--- src/rtl/vga_timing_pkg.sv ---
// Shared constants and types for the VGA ROM scan-out controller.
//  - 640x480@60 timing defaults (VGA_H_*/VGA_V_*, totals)
//  - host read FSM state encoding
package vga_timing_pkg;

  localparam int VGA_H_ACTIVE = 640;
  localparam int VGA_H_FP     = 16;
  localparam int VGA_H_SYNC   = 96;
  localparam int VGA_H_BP     = 48;
  localparam int VGA_H_TOTAL  = VGA_H_ACTIVE + VGA_H_FP + VGA_H_SYNC + VGA_H_BP;

  localparam int VGA_V_ACTIVE = 480;
  localparam int VGA_V_FP     = 10;
  localparam int VGA_V_SYNC   = 2;
  localparam int VGA_V_BP     = 33;
  localparam int VGA_V_TOTAL  = VGA_V_ACTIVE + VGA_V_FP + VGA_V_SYNC + VGA_V_BP;

  typedef enum logic [1:0] {
    IDLE = 2'd0,
    DATA = 2'd1,
    ACK  = 2'd2
  } host_state_t;

endpackage

--- src/rtl/vga_timing_gen.sv ---
// Horizontal/vertical raster counters and region decode.
// Ports:
//   clk, rst      clock, async active-high reset
//   pix_en        advance one pixel when high
//   vis           current pixel is in the visible region
//   in_img        current pixel is inside the stored image
//   hs_n, vs_n    active-low sync decode for the current pixel
//   first         current pixel is (0,0)
//   frame_last    current pixel is the last of the frame (next is (0,0))
module vga_timing_gen
  import vga_timing_pkg::*;
#(
  parameter int H_ACTIVE = VGA_H_ACTIVE,
  parameter int H_FP     = VGA_H_FP,
  parameter int H_SYNC   = VGA_H_SYNC,
  parameter int H_BP     = VGA_H_BP,
  parameter int V_ACTIVE = VGA_V_ACTIVE,
  parameter int V_FP     = VGA_V_FP,
  parameter int V_SYNC   = VGA_V_SYNC,
  parameter int V_BP     = VGA_V_BP,
  parameter int IMG_W    = 640,
  parameter int IMG_H    = 480
) (
  input  logic clk,
  input  logic rst,
  input  logic pix_en,
  output logic vis,
  output logic in_img,
  output logic hs_n,
  output logic vs_n,
  output logic first,
  output logic frame_last
);

  localparam int H_TOTAL = H_ACTIVE + H_FP + H_SYNC + H_BP;
  localparam int V_TOTAL = V_ACTIVE + V_FP + V_SYNC + V_BP;
  localparam int HW = $clog2(H_TOTAL);
  localparam int VW = $clog2(V_TOTAL);

  localparam logic [HW-1:0] H_LAST = HW'(H_TOTAL - 1);
  localparam logic [HW-1:0] H_ACT  = HW'(H_ACTIVE);
  localparam logic [HW-1:0] H_IMG  = HW'(IMG_W);
  localparam logic [HW-1:0] H_SS   = HW'(H_ACTIVE + H_FP);
  localparam logic [HW-1:0] H_SE   = HW'(H_ACTIVE + H_FP + H_SYNC);
  localparam logic [VW-1:0] V_LAST = VW'(V_TOTAL - 1);
  localparam logic [VW-1:0] V_ACT  = VW'(V_ACTIVE);
  localparam logic [VW-1:0] V_IMG  = VW'(IMG_H);
  localparam logic [VW-1:0] V_SS   = VW'(V_ACTIVE + V_FP);
  localparam logic [VW-1:0] V_SE   = VW'(V_ACTIVE + V_FP + V_SYNC);

  logic [HW-1:0] h_cnt;
  logic [VW-1:0] v_cnt;
  logic          h_end;
  logic          v_end;

  assign h_end = (h_cnt == H_LAST);
  assign v_end = (v_cnt == V_LAST);

  always_ff @(posedge clk or posedge rst) begin
    if (rst) begin
      h_cnt <= '0;
      v_cnt <= '0;
    end else if (pix_en) begin
      if (h_end) begin
        h_cnt <= '0;
        v_cnt <= v_end ? '0 : v_cnt + 1'b1;
      end else begin
        h_cnt <= h_cnt + 1'b1;
      end
    end
  end

  assign vis        = (h_cnt < H_ACT) && (v_cnt < V_ACT);
  assign in_img     = (h_cnt < H_IMG) && (v_cnt < V_IMG);
  assign hs_n       = !((h_cnt >= H_SS) && (h_cnt < H_SE));
  assign vs_n       = !((v_cnt >= V_SS) && (v_cnt < V_SE));
  assign first      = (h_cnt == '0) && (v_cnt == '0);
  assign frame_last = h_end && v_end;

endmodule

--- src/rtl/vga_rom_fetch_ctrl.sv ---
// Image ROM scan-out controller: VGA timing, linear ROM address generation,
// alignment of the 1-clk ROM read data with sync/de, and opportunistic host
// reads through the same ROM port whenever the display does not need it.
// Ports:
//   clk, rst                  clock, async active-high reset
//   pix_en                    pixel-rate enable
//   rom_addr / rom_rdata      ROM read port (data returns one clk later)
//   hsync, vsync, de, rgb     registered VGA outputs (2 clk after pix_en)
//   frame_start               1-clk pulse with output pixel (0,0)
//   host_req / host_addr      host read request (level) and address
//   host_ack / host_rdata     1-clk ack pulse and held read data
module vga_rom_fetch_ctrl
  import vga_timing_pkg::*;
#(
  parameter int H_ACTIVE   = VGA_H_ACTIVE,
  parameter int H_FP       = VGA_H_FP,
  parameter int H_SYNC     = VGA_H_SYNC,
  parameter int H_BP       = VGA_H_BP,
  parameter int V_ACTIVE   = VGA_V_ACTIVE,
  parameter int V_FP       = VGA_V_FP,
  parameter int V_SYNC     = VGA_V_SYNC,
  parameter int V_BP       = VGA_V_BP,
  parameter int IMG_W      = 640,
  parameter int IMG_H      = 480,
  parameter int DATA_WIDTH = 24,
  parameter int ADDR_WIDTH = 24,
  parameter logic [DATA_WIDTH-1:0] BG_COLOR = '0
) (
  input  logic                  clk,
  input  logic                  rst,
  input  logic                  pix_en,
  output logic [ADDR_WIDTH-1:0] rom_addr,
  input  logic [DATA_WIDTH-1:0] rom_rdata,
  output logic                  hsync,
  output logic                  vsync,
  output logic                  de,
  output logic [DATA_WIDTH-1:0] rgb,
  output logic                  frame_start,
  input  logic                  host_req,
  input  logic [ADDR_WIDTH-1:0] host_addr,
  output logic                  host_ack,
  output logic [DATA_WIDTH-1:0] host_rdata
);

  localparam logic [ADDR_WIDTH-1:0] PIX_LAST = ADDR_WIDTH'(IMG_W * IMG_H - 1);

  logic vis, in_img, hs_n, vs_n, first, frame_last;

  vga_timing_gen #(
    .H_ACTIVE(H_ACTIVE), .H_FP(H_FP), .H_SYNC(H_SYNC), .H_BP(H_BP),
    .V_ACTIVE(V_ACTIVE), .V_FP(V_FP), .V_SYNC(V_SYNC), .V_BP(V_BP),
    .IMG_W(IMG_W), .IMG_H(IMG_H)
  ) u_timing (
    .clk(clk), .rst(rst), .pix_en(pix_en),
    .vis(vis), .in_img(in_img), .hs_n(hs_n), .vs_n(vs_n),
    .first(first), .frame_last(frame_last)
  );

  // Linear image address; parks on the last word after the final image pixel
  // so it never leaves the image range before the frame wraps.
  logic [ADDR_WIDTH-1:0] pix_addr;

  always_ff @(posedge clk or posedge rst) begin
    if (rst) begin
      pix_addr <= '0;
    end else if (pix_en) begin
      if (frame_last)
        pix_addr <= '0;
      else if (in_img && (pix_addr != PIX_LAST))
        pix_addr <= pix_addr + 1'b1;
    end
  end

  // Stage 1 holds the decode of the pixel whose ROM word arrives next clk.
  logic s1_vis, s1_img, s1_hs_n, s1_vs_n, s1_first, pen_d;

  always_ff @(posedge clk or posedge rst) begin
    if (rst) begin
      s1_vis   <= 1'b0;
      s1_img   <= 1'b0;
      s1_hs_n  <= 1'b1;
      s1_vs_n  <= 1'b1;
      s1_first <= 1'b0;
      pen_d    <= 1'b0;
    end else begin
      pen_d <= pix_en;
      if (pix_en) begin
        s1_vis   <= vis;
        s1_img   <= in_img;
        s1_hs_n  <= hs_n;
        s1_vs_n  <= vs_n;
        s1_first <= first;
      end
    end
  end

  always_ff @(posedge clk or posedge rst) begin
    if (rst) begin
      rgb         <= '0;
      de          <= 1'b0;
      hsync       <= 1'b1;
      vsync       <= 1'b1;
      frame_start <= 1'b0;
    end else if (pen_d) begin
      rgb         <= s1_img ? rom_rdata : (s1_vis ? BG_COLOR : '0);
      de          <= s1_vis;
      hsync       <= s1_hs_n;
      vsync       <= s1_vs_n;
      frame_start <= s1_first;
    end else begin
      frame_start <= 1'b0;
    end
  end

  // Host port: the display owns the ROM whenever it samples an image pixel.
  // req_block forces a low cycle on host_req between transactions so a
  // request held across its ack is not served twice.
  host_state_t state_q, state_d;
  logic        disp_need;
  logic        host_issue;
  logic        req_block;

  assign disp_need = pix_en && in_img;
  assign rom_addr  = host_issue ? host_addr : pix_addr;

  always_comb begin
    state_d    = state_q;
    host_issue = 1'b0;
    case (state_q)
      IDLE: begin
        if (host_req && !req_block && !disp_need) begin
          host_issue = 1'b1;
          state_d    = DATA;
        end
      end
      DATA:    state_d = ACK;
      ACK:     state_d = IDLE;
      default: state_d = IDLE;
    endcase
  end

  always_ff @(posedge clk or posedge rst) begin
    if (rst) begin
      state_q    <= IDLE;
      host_ack   <= 1'b0;
      host_rdata <= '0;
      req_block  <= 1'b0;
    end else begin
      state_q  <= state_d;
      host_ack <= (state_q == DATA);
      if (state_q == DATA) begin
        host_rdata <= rom_rdata;
        req_block  <= 1'b1;
      end else if (!host_req) begin
        req_block  <= 1'b0;
      end
    end
  end

endmodule

--- config.mk ---
export PLATFORM = sky130hd
export DESIGN_NAME = vga_rom_fetch_ctrl
export DESIGN_NICKNAME = d
export VERILOG_FILES = /design/src/rtl/vga_timing_pkg.sv /design/src/rtl/vga_timing_gen.sv /design/src/rtl/vga_rom_fetch_ctrl.sv
export SDC_FILE = /design/constraint.sdc
export NUM_CORES = 1
export LEC_CHECK = 0
export ABC_AREA = 1
export ABC_CLOCK_PERIOD_IN_PS = 3450
export CAP_MARGIN = 0
export CORE_ASPECT_RATIO = 0.9
export CORE_MARGIN = 2
export CORE_UTILIZATION = 45
export DETAILED_ROUTE_END_ITERATION = 10
export GPL_TIMING_DRIVEN = 0
export MAX_ROUTING_LAYER = met4
export PLACE_DENSITY = 0.74
export SYNTH_ARGS = -nofsm -noshare
export SYNTH_HDL_FRONTEND = slang
export SYNTH_SLANG_ARGS = --single-unit
--- constraint.sdc ---
create_clock -name clk -period 3.45 [get_ports clk]
set_input_delay 0.69 -clock clk [delete_from_list [all_inputs] [get_ports clk]]
set_output_delay 0.69 -clock clk [all_outputs]
set_load 0.02 [all_outputs]
# [Word level (Yosys, flattened, before mapping)]
# Cells that the tools add are included.
[word_totals] inputBits=52 elab_cells=64 ff_bits=105 output_inout_bits=77
[classes] eq_ne=6 magnitude_cmp=6 add_sub_neg=3 reduce_logical=19 mux=13
[op_table] cell="$mux W24" n=4
[op_table] cell="$add A24 B1 Y24 const B" n=1
[op_table] cell="$ne A24 B19 Y1 const B" n=1
[op_table] cell="$add A10 B1 Y10 const B" n=2
[op_table] cell="$eq A10 B10 Y1 const B" n=2
[op_table] cell="$logic_not A10 Y1" n=2
[op_table] cell="$lt A10 B10 Y1 const B" n=2
[op_table] cell="$lt A10 B9 Y1 const B" n=2
[op_table] cell="$mux W10" n=2
[op_table] cell="$ge A10 B10 Y1 const B" n=1
[op_table] cell="$ge A10 B9 Y1 const B" n=1
[op_table] cell="$logic_and A1 B1 Y1" n=9
[op_table] cell="$mux W1" n=5
[op_table] cell="$logic_not A1 Y1" n=4
[op_table] cell="$pmux W2 S2" n=1
[op_table] cell="$reduce_and A2 Y1" n=2
[op_table] cell="$eq A2 B1 Y1 const B" n=1
[op_table] cell="$logic_not A2 Y1" n=1
[op_table] cell="$mux W2" n=1
[op_table] cell="$ne A2 B1 Y1 const B" n=1
[op_table] cell="$ne A2 B2 Y1 const B" n=1
[op_table] cell="$reduce_bool A2 Y1" n=1

# [Depth between registers and ports, before layout]
# Gate-level depths: netlist of the first run.
[depth] depth_word=8 depth_mapped=11 mapped_depth_nobuf=10

# [Hierarchy]
# Synthesis of the first run repeated with hierarchy kept, for this count alone.
[unflattened] cells_unflattened=743 hier_area_um2=5572.8
[modules_own_cells] module="vga_rom_fetch_ctrl" n_inst=1 cells_each=560 area_per_inst_um2=4289.1
[modules_own_cells] module="vga_timing_gen" n_inst=1 cells_each=183 area_per_inst_um2=1283.7

# [Worst setup path before layout of the first run]
# Ideal clock, no wire load.
[synth_path] kind="input port to output port" from="input port pix_en" to="output port rom_addr[10]" stages=9 t_required_ns=2.760 path_slack_ns=1.074 arrival_ns=1.686 path_cell_list="inv_2 nor2_1 nand3_1 nor2_2 inv_1 nand4_4 buf_2 nand2_1 nand2_1"
[synth_between] elab_chain_len=6
[synth_lines] element="from (decl)" line="vga_rom_fetch_ctrl.sv:31" text="input logic pix_en,"
[synth_lines] element="$logic_and A1 B1 Y1" line="vga_rom_fetch_ctrl.sv:123" text="assign disp_need = pix_en && in_img;"
[synth_lines] element="$logic_not A1 Y1" line="vga_rom_fetch_ctrl.sv:131" text="if (host_req && !req_block && !disp_need) begin"
[synth_lines] element="$logic_and A1 B1 Y1" line="vga_rom_fetch_ctrl.sv:131"
[synth_lines] element="$mux W1" line="vga_rom_fetch_ctrl.sv:131"
[synth_lines] element="$mux W1" line="vga_rom_fetch_ctrl.sv:129" text="case (state_q)"
[synth_lines] element="$mux W24" line="vga_rom_fetch_ctrl.sv:124" text="assign rom_addr = host_issue ? host_addr : pix_addr;"
[synth_lines] element="to (decl)" line="vga_rom_fetch_ctrl.sv:32" text="output logic [ADDR_WIDTH-1:0] rom_addr,"
# Every way passes these cells.

# [Worst setup path in the final report of the first run]
[layout_path] from="input port pix_en" to="output port rom_addr[4]"
# The elaborated chain is that of the path after synthesis.

==> impl_metrics.tcl, run 1 <==
set metrics [dict create \
    power_density_mw_per_mm2 537 \
    drtAntennaViolNets 0 \
    setup_tns_ps 0 \
    final_util 0.602 \
    start_util 0.457 \
    min_path_type "reg2reg" \
    htree_levels 3 \
    max_freq_ghz 0.304 \
    dp_slack_ps -296 \
    clock_sinks 105 \
    vias 5154 \
    die-area_mm2 0.0131 \
    hold_buffers 0 \
    cp_max_fo 10 \
    gp_congestion 0.918 \
    grt_max_degree 69 \
    totalPowerFinal_mw 3.87 \
    cp-end-kind "primary output" \
    crit_path_max_incr_delay_ps 510 \
    ir_drop_uv 294 \
    nFillCells 1082 \
    tritoncts "built" \
    worstPathArrival_ps 2600 \
    hold_ws_ps 462 \
    setup_violations 0 \
    cts_buffers 9 \
    dpl.hpwl_mm 10.6 \
    drt_iter0_markers 454 \
    clk_pin_slew_worst_paths_ps 70 \
    start_kind "primary input" \
    stdcell_count 1016 \
    std_cell_rows 38 \
    overflow 0 \
    clk_latency_ps 350 \
    drc 0 \
    yosysTopAreaCell "dfrtp_1" \
    netlist_area_mm2 0.00547 \
    grt_pass1_vias 5000 \
    viasPerCell 5.07 \
    hold_viol 0 \
    crit_chain "clkdlybuf4s50_1 -> inv_2 -> nor2_1 -> nand3_1 -> nor2_4 -> inv_1 -> nand4_4 -> clkbuf_4 -> nand2_1 -> nand2_1 -> clkdlybuf4s15_1" \
    status "finished clean" \
    cpMaxStageDelayCell "clkdlybuf4s50_1" \
    dp.cells 999 \
    placed_cell_area_mm2 0.00698 \
    relSlewSlack 0.656 \
    ys_seq_area_frac 0.481 \
    yosysWarnings 0 \
    setup_slack_ps 158 \
    routed_wl_mm 14.4 \
    wl_per_cell_um 14.2 \
    finish.instance_area_mm2 0.00721 \
    syn-num-nets 768 \
    synth_top_area_frac 0.462 \
    synth_cell_types 35 \
    crit_required_ps 2760 \
    synth_area_per_cell_um2 7.71 \
    mostFrequentLayoutCell "nand2_1" \
    numPortBuffers 128 \
    finalCritPeriodShare 0.954 \
    syn_to_final_growth_pct 31.7 \
    drt-pass1-iter-count 6 \
    layout.nets 909 \
    ys_ff_latch 105 \
    antenna_cells 0 \
    skew_ps 11.3 \
    core_mm2 0.0120 \
    grt_pass1_wl_mm 24.1 \
    min_period_ps 3290 \
    worstSetupPathType "in2out" \
    die_w_um 120 \
    yosys-top-cells-area "dfrtp_1, nand2_1, inv_1" \
    drv_slew 0 \
    antenna_found_initial 0 \
    p_leak_nw 3.52 \
    io_pins 129 \
    grt_use_total 0.238 \
    crit_top_cell "nand2_1" \
    worst_slew_pin_slew_ps 515 \
    rsz0062_at_grt "no" \
    final_cell_mix "nand2_1, clkdlybuf4s50_1, dfrtp_1, inv_1, nor2_1" \
    syn_inst 710 \
    cts-root-buf "clkbuf_16" \
    cap_violations 0 \
    drive_gt1_frac 0.0911 \
    clk_path_buf_depth 2 \
    chipHeight_um 109 \
]
routing by layer:
metal	GRT usage	wire length [um]	vias to the layer above
met3	0.0445	997	12
met1	0.314	6520	2425
met4	0.0640	146	0
li1	-	-	2526
met2	0.383	6710	191
met5	-	0	-
sequential cells by signal (all words and copies together), names as in the netlist, 2 cells and up:
signal	flops
pix_addr	24
u_timing.v_cnt	10
host_rdata	24
rgb	24
u_timing.h_cnt	10
state_q	2
power by group:
part | switching, mW | internal (mW) | leakage (nW)
registers | 0.161 | 1.45 | 1.33
clock network | 0.482 | 0.519 | 0.141
logic | 0.744 | 0.518 | 2.06
total | 1.39 | 2.48 | 3.52
critical path: cells and delay by family:
family,cells,cell delay (ps)
AND/OR/NAND/NOR,6,680
buffers and inverters,5,1220
kinds of logic (layout without fill, tap and decap cells):
kind of cell               count (synthesis)  in the layout  synth area share
and+or+nand+nor                          376            376             0.302
buffers and inverters                    128            274            0.0962
DFF                                      105            105             0.481
AOI/OAI and AO/OA                         77             77            0.0777
xor gates and xnor gates                  16             16            0.0256
adders and majority gates                  6              6            0.0137
muxes                                      2              2           0.00411
worst paths after layout:
path	start	to	slack, ps	cells past startpoint
setup / recovery	pix_en	rom_addr[4]	160	11
hold / removal	state_q[1]	state_q[1]	460	1
setup reg to reg	u_timing.v_cnt[0]	pix_addr[12]	1470	10
hold reg to reg	state_q[1]	state_q[1]	460	1
max in group asynchronous	rst	hsync	1960	3
min in group asynchronous	rst	pix_addr[21]	740	2
synth_stat cells:
cell       count
nand4_4        1
clkbuf_1       9
nand2_4        4
nand2_2        3
a211oi_1       1
o21ai_0       46
dfstp_2        4
xor2_1         7
mux2_2         2
nand3_1       57
nor2_2         4
nand4_1        8
nor2_1        59
o22ai_1       25
dfrtp_1      101
inv_1        101
buf_4          5
nor2_8         1
inv_2          5
nand2_1      220
nor3_4         1
buf_6          3
nand3_2        2
or2_2          1
nor3_1        10
nor4_1         2
a21oi_1        3
nor3_2         1
buf_1          1
o21bai_1       1
nor2_4         2
xnor2_1        9
o2111ai_1      1
buf_2          4
ha_1           6
final cells by class:
| class | instances | area (um2) | area share |
|---|---|---|---|
| inverters | 106 | 403 | 0.0559 |
| clock buffers | 10 | 239 | 0.0332 |
| flip-flops and latches | 105 | 2630 | 0.365 |
| clock inverters | 6 | 50.0 | 0.00694 |
| well taps | 160 | 200 | 0.0278 |
| repair buffers | 130 | 1230 | 0.171 |
| multi-input cells | 477 | 2320 | 0.322 |
| plain buffers | 22 | 134 | 0.0186 |
what timing repair did:
| item | 4_1_cts | 5_1_grt |
|---|---|---|
| endpoints found under the setup margin | 24 | 20 |
| pin swaps | 0 | 1 |
| setup buffers | 0 | 1 |
| resized for setup | 25 | 39 |
No activity file was read; power rests on OpenSTA's default activity.
==> run 2, diff against run 1 <==
--- a/config.mk
+++ b/config.mk
@@ -10,11 +10,11 @@
 export CAP_MARGIN = 0
 export CORE_ASPECT_RATIO = 0.9
 export CORE_MARGIN = 2
-export CORE_UTILIZATION = 45
+export CORE_UTILIZATION = 25
 export DETAILED_ROUTE_END_ITERATION = 10
 export GPL_TIMING_DRIVEN = 0
 export MAX_ROUTING_LAYER = met4
-export PLACE_DENSITY = 0.74
+export PLACE_DENSITY = 0.45
 export SYNTH_ARGS = -nofsm -noshare
 export SYNTH_HDL_FRONTEND = slang
 export SYNTH_SLANG_ARGS = --single-unit
==> run 2 against run 1 <==
  * Critical path depth up 1
  * First-iteration DRC count down 36%
  * Hold slack worse by 4.0 ps
  * Clock skew down 1.4 ps
  * Global-route usage down 9.2 points
  * Sequential power about the same
  * Largest cell class unchanged
  * Power up 0.88%
  * Clock-buffer cell count up 1
  * Cell area up 3.2%
  * Sequential share of layout area down 1.1 points
  * Wire length up 12%
  * Die area up 77%
==> impl_metrics.tcl, run 2 (synthesis gave the netlist of run 1 again) <==
set metrics [dict create \
    ir_drop_uv 290 \
    drv_slew 0 \
    syn_to_final_growth_pct 36.0 \
    numPortBuffers 128 \
    reg2reg_slack_ps 1460 \
    setup_slack_ps 121 \
    top_regs "host_rdata: 24 flops, pix_addr: 24 flops, rgb: 24 flops" \
    clk_latency_ps 360 \
    p_switching_mw 1.40 \
    min_period_ps 3330 \
    setup_violations 0 \
    drive_gt1_frac 0.0748 \
    internal-power_mw 2.50 \
    io_pins 129 \
    crit_required_ps 2760 \
    viasPerCell 4.27 \
    gp_congestion 0.813 \
    cp-end-kind "primary output" \
    cts_buffers 9 \
    skew_ps 9.91 \
    p_leak_nw 3.58 \
    r2r_cells 11 \
    std_cell_rows 51 \
    finalCritPeriodShare 0.965 \
    switching_share 0.360 \
    wl_per_cell_um 14.0 \
    clockPowerShare 0.263 \
    worst_slew_pin_slew_ps 676 \
    rr_endpoint "pix_addr[12]" \
    relSlewSlack 0.549 \
    final_util 0.345 \
    hold_viol 0 \
    antenna_found_initial 0 \
    die_w_um 160 \
    overflow 0 \
    critical_path.endpoint "rom_addr[4]" \
    cap_violations 0 \
    grt_max_degree 55 \
    die-area_mm2 0.0231 \
    drc 0 \
    grt_pass1_wl_mm 25.7 \
    dp_slack_ps -464 \
    final_cell_mix "nand2_1, clkdlybuf4s50_1, dfrtp_1, inv_1, nor2_1" \
    drtAntennaViolNets 0 \
    worstSetupPathType "in2out" \
    htree_levels 3 \
    grt_pass1_vias 4699 \
    mostFrequentLayoutCell "nand2_1" \
    start_util 0.254 \
    rsz0062_at_grt "no" \
    drt_iter0_markers 290 \
    layout.nets 909 \
    max_freq_ghz 0.300 \
    seqPwrFrac 0.407 \
    combPwrFrac 0.330 \
    tritoncts "built" \
    routed_wl_mm 16.1 \
    worstPathArrival_ps 2640 \
    status "finished clean" \
    drt-pass1-iter-count 4 \
    core_mm2 0.0216 \
    min_path_type "reg2reg" \
    cts-root-buf "clkbuf_16" \
    clk_pin_slew_worst_paths_ps 70 \
    worst_r2r_startpoint "pix_addr[0]" \
    clk_path_buf_depth 2 \
    vias 4901 \
    clock_sinks 105 \
    dpl.hpwl_mm 12.1 \
    grt_use_total 0.146 \
    worstSetupStartpoint "pix_en" \
    cp_max_fo 10 \
    power_density_mw_per_mm2 525 \
    hold_buffers 0 \
    chipHeight_um 144 \
    start_kind "primary input" \
    totalPowerFinal_mw 3.91 \
]
==> run 2: cell types whose count changed in the layout (fill, tap and decap cells not counted), sizes merged, moves of 2 or more <==
cell / before / now
dlygate4sd2: 4 / 21
buf: 13 / 15
clkdlybuf4s15: 4 / 1
clkbuf: 37 / 20
==> run 2: layout make-up <==
cell class,instances,area [um2]
multi-input cells,477,2330
flip-flops and latches,105,2630
inverters,106,400
well taps,291,364
clock inverters,5,46.3
plain buffers,22,134
clock buffers,11,243
repair buffers,130,1290
fillers,2358,14100
diodes,1,2.50
==> run 2: worst min path at each step <==
stage               start         end  slack (ps)  cells past startpoint
5_1_grt        state_q[1]  state_q[1]         490                      1
3_5_place_dp   state_q[1]  state_q[1]         450                      1
6_report       state_q[1]  state_q[1]         460                      1
4_1_cts        state_q[1]  state_q[1]         460                      1
3_3_place_gp   state_q[1]  state_q[1]         450                      1
2_1_floorplan  state_q[1]  state_q[1]         430                      1
==> run 2: power groups by stage <==
stage	Sequential, mW	Clock, mW	Combinational (mW)
final	1.59	1.03	1.29
after CTS	1.59	1.08	1.31
after detailed placement	1.61	0	1.34
after global placement	1.61	0	1.34
after floorplan	1.77	0	0.519
after global routing	1.62	1.12	1.41
==> run 2: what timing repair did <==
item                                    CTS  global route
setup buffers                             0             1
gates cloned                              0             0
endpoints found under the setup margin   24            22
gates resized for setup                  27             3
endpoints found under the hold margin     0             0
pin swaps                                 1             1
==> run 2: layer usage <==
metal	up-vias	track usage	wire, um
li1	2512	-	-
met1	2252	0.205	8310
met2	128	0.216	6780
met3	9	0.0304	808
met4	0	0.0370	161
met5	-	-	0
==> run 2: stage by stage <==
stage               instances  hold WS, ps  TNS (ps)  cell area [um2]
floorplan                 710          426         0             5470
global placement         1129          446   -204660             7120
detailed placement       1130          449     -8390             7150
CTS                      1146          459         0             7420
global route             1147          488         0             7440
finish                   1148          458         0             7440
==> run 2: worst max-delay path: stages <==
cell and delay, ps:
clkdlybuf4s50_1 470, inv_2 150, nor2_2 60, nand3_2 90
nor2_4 50, inv_2 100, nand4_4 130, inv_2 160
buf_4 210, nand2_1 60, nand2_1 50, dlygate4sd2_1 390
==> run 3, diff against run 2 <==
--- a/config.mk
+++ b/config.mk
@@ -7,9 +7,9 @@
 export LEC_CHECK = 0
 export ABC_AREA = 1
 export ABC_CLOCK_PERIOD_IN_PS = 3450
-export CAP_MARGIN = 0
+export CAP_MARGIN = 30
 export CORE_ASPECT_RATIO = 0.9
-export CORE_MARGIN = 2
+export CORE_MARGIN = 1.5
 export CORE_UTILIZATION = 25
 export DETAILED_ROUTE_END_ITERATION = 10
 export GPL_TIMING_DRIVEN = 0
==> run 3 against run 2 <==
  * Power decreased by 0.38%
  * Via count shrank 1.6%
  * Cell area decreased by 0.17%
  * Critical path depth fell by 1
  * Combinational power about the same
  * Clock-buffer cell count fell by 2
  * Critical path type unchanged
  * Register-to-register slack about the same
  * Critical endpoint is now rom_addr[13]
==> impl_metrics.tcl, run 3 (synthesis gave the netlist of run 1 again) <==
set metrics [dict create \
    reg2reg_slack_ps 1470 \
    worstSetupStartpoint "pix_en" \
    seqPwrFrac 0.409 \
    grt_use_total 0.148 \
    crit_chain "clkdlybuf4s50_1 -> inv_2 -> nor2_2 -> nand3_1 -> nor2_4 -> inv_2 -> nand4_4 -> buf_4 -> nand2_1 -> nand2_1 -> dlygate4sd2_1" \
    chipHeight_um 143 \
    crit_required_ps 2760 \
    whs_path_depth 1 \
    finalCritPeriodShare 0.952 \
    std_cell_rows 51 \
    grt_pass1_wl_mm 25.8 \
    antenna_cells 0 \
    rr_endpoint "pix_addr[13]" \
    crit_path_max_incr_delay_ps 530 \
    internal-power_mw 2.48 \
    cp-end-kind "primary output" \
    setup_violations 0 \
    clk_pin_slew_worst_paths_ps 70 \
    min_period_ps 3280 \
    cts-root-buf "clkbuf_16" \
    hold_end "state_q[1]" \
    combPwrFrac 0.335 \
    drv_slew 0 \
    worstPathArrival_ps 2590 \
    gp_congestion 0.805 \
    antenna_found_initial 0 \
    core_mm2 0.0216 \
    grt_pass1_vias 4759 \
    p_switching_mw 1.41 \
    drc 0 \
    placed_cell_area_mm2 0.00715 \
    start_kind "primary input" \
    drive_gt1_frac 0.0795 \
    htree_levels 3 \
    crit_family "buffers and inverters" \
    cap_violations 0 \
    top_regs "host_rdata: 24 flops, pix_addr: 24 flops, rgb: 24 flops" \
    min-delay-start "state_q[1]" \
    relSlewSlack 0.597 \
    tritoncts "built" \
    critPathBufInv 5 \
    power_density_mw_per_mm2 524 \
    worst_r2r_startpoint "u_timing.v_cnt[0]" \
    status "finished clean" \
    ir_drop_uv 240 \
    p_leak_nw 3.55 \
    clockPowerShare 0.256 \
    clock_sinks 105 \
    grt_max_degree 61 \
    clk_path_buf_depth 2 \
    hold_viol 0 \
    final_cell_mix "nand2_1, clkdlybuf4s50_1, dfrtp_1, inv_1, nor2_1" \
    cpMaxStageDelayCell "clkdlybuf4s50_1" \
    die_w_um 159 \
    drt-pass1-iter-count 6 \
    drt_iter0_markers 227 \
    overflow 0 \
    viasPerCell 4.21 \
    cts_buffers 9 \
    start_util 0.254 \
    final_util 0.344 \
    min_path_type "reg2reg" \
    cp_max_fo 10 \
    mostFrequentLayoutCell "nand2_1" \
    hold_ws_ps 467 \
    max_freq_ghz 0.304 \
    io_pins 129 \
    rsz0062_at_grt "no" \
    nFillCells 2389 \
    routed_wl_mm 15.9 \
    dpl.hpwl_mm 12.0 \
    skew_ps 9.02 \
    layout.nets 909 \
    wl_per_cell_um 13.9 \
    worst_slew_pin_slew_ps 605 \
    syn_to_final_growth_pct 35.7 \
    regArea_mm2 0.00263 \
    finish.instance_area_mm2 0.00743 \
    numPortBuffers 128 \
    multi_input_area_mm2 0.00232 \
    vias 4821 \
    clk_latency_ps 360 \
    worstSetupPathType "in2out" \
    die-area_mm2 0.0228 \
    drtAntennaViolNets 0 \
    switching_share 0.363 \
    hold_buffers 0 \
    r2r_cells 10 \
    stdcell_count 1146 \
    dp.cells 1130 \
]
-- run 3: worst register-to-register path: cells and delay by family (launching register included) --
kind	cells	cell delay, ps
buffers and inverters	2	340
adder cells (fa/ha/maj)	1	150
flip-flops	1	440
AND/OR/NAND/NOR	7	950
-- run 3: timing repair --
item,in CTS,in global routing
buffers inserted,0,1
gates resized for setup,39,5
setup endpoints to repair,24,20
pin swaps,0,1
-- run 3: cell type report --
cell class                 count  area share
clock inverter                 6     0.00657
buffer                        22      0.0185
tap                          291      0.0490
clock buffer                   9      0.0303
timing repair buffer         130       0.174
sequential                   105       0.354
inverter                     106      0.0542
multi-input combinational    477       0.312
-- run 3: routing by layer --
| metal | vias up | share of wire | global-route usage | wire (um) |
|---|---|---|---|---|
| li1 | 2520 | - | - | - |
| met1 | 2182 | 0.52 | 0.204 | 8280 |
| met2 | 110 | 0.42 | 0.222 | 6750 |
| met3 | 9 | 0.047 | 0.0332 | 744 |
| met4 | 0 | 0.0092 | 0.0343 | 146 |
| met5 | - | 0 | - | 0 |
-- run 3: per-stage QoR --
step / power (mW) / setup slack (ps) / setup TNS [ps]
2_1_floorplan: 2.29 / 6.08 / 0
3_3_place_gp: 2.96 / -1880 / -200300
3_5_place_dp: 2.97 / -478 / -8400
4_1_cts: 3.95 / 11.4 / 0
5_1_grt: 4.13 / 11.9 / 0
6_report: 3.89 / 166 / 0
-- run 3: worst max path at each step --
stage	endpoint	slack, ps	cells after the start
finish	rom_addr[13]	170	11
global route	rom_addr[13]	10	11
CTS	rom_addr[5]	10	11
detailed placement	rom_addr[5]	-480	11
global placement	pix_addr[14]	-1880	2
floorplan	de	6	1
-- run 3: power groups by stage --
stage	Combinational, mW	Sequential, mW	Clock, mW
final	1.30	1.59	0.997
after global routing	1.43	1.63	1.08
after CTS	1.32	1.60	1.03
after detailed placement	1.35	1.62	0
after global placement	1.34	1.61	0
after floorplan	0.519	1.77	0
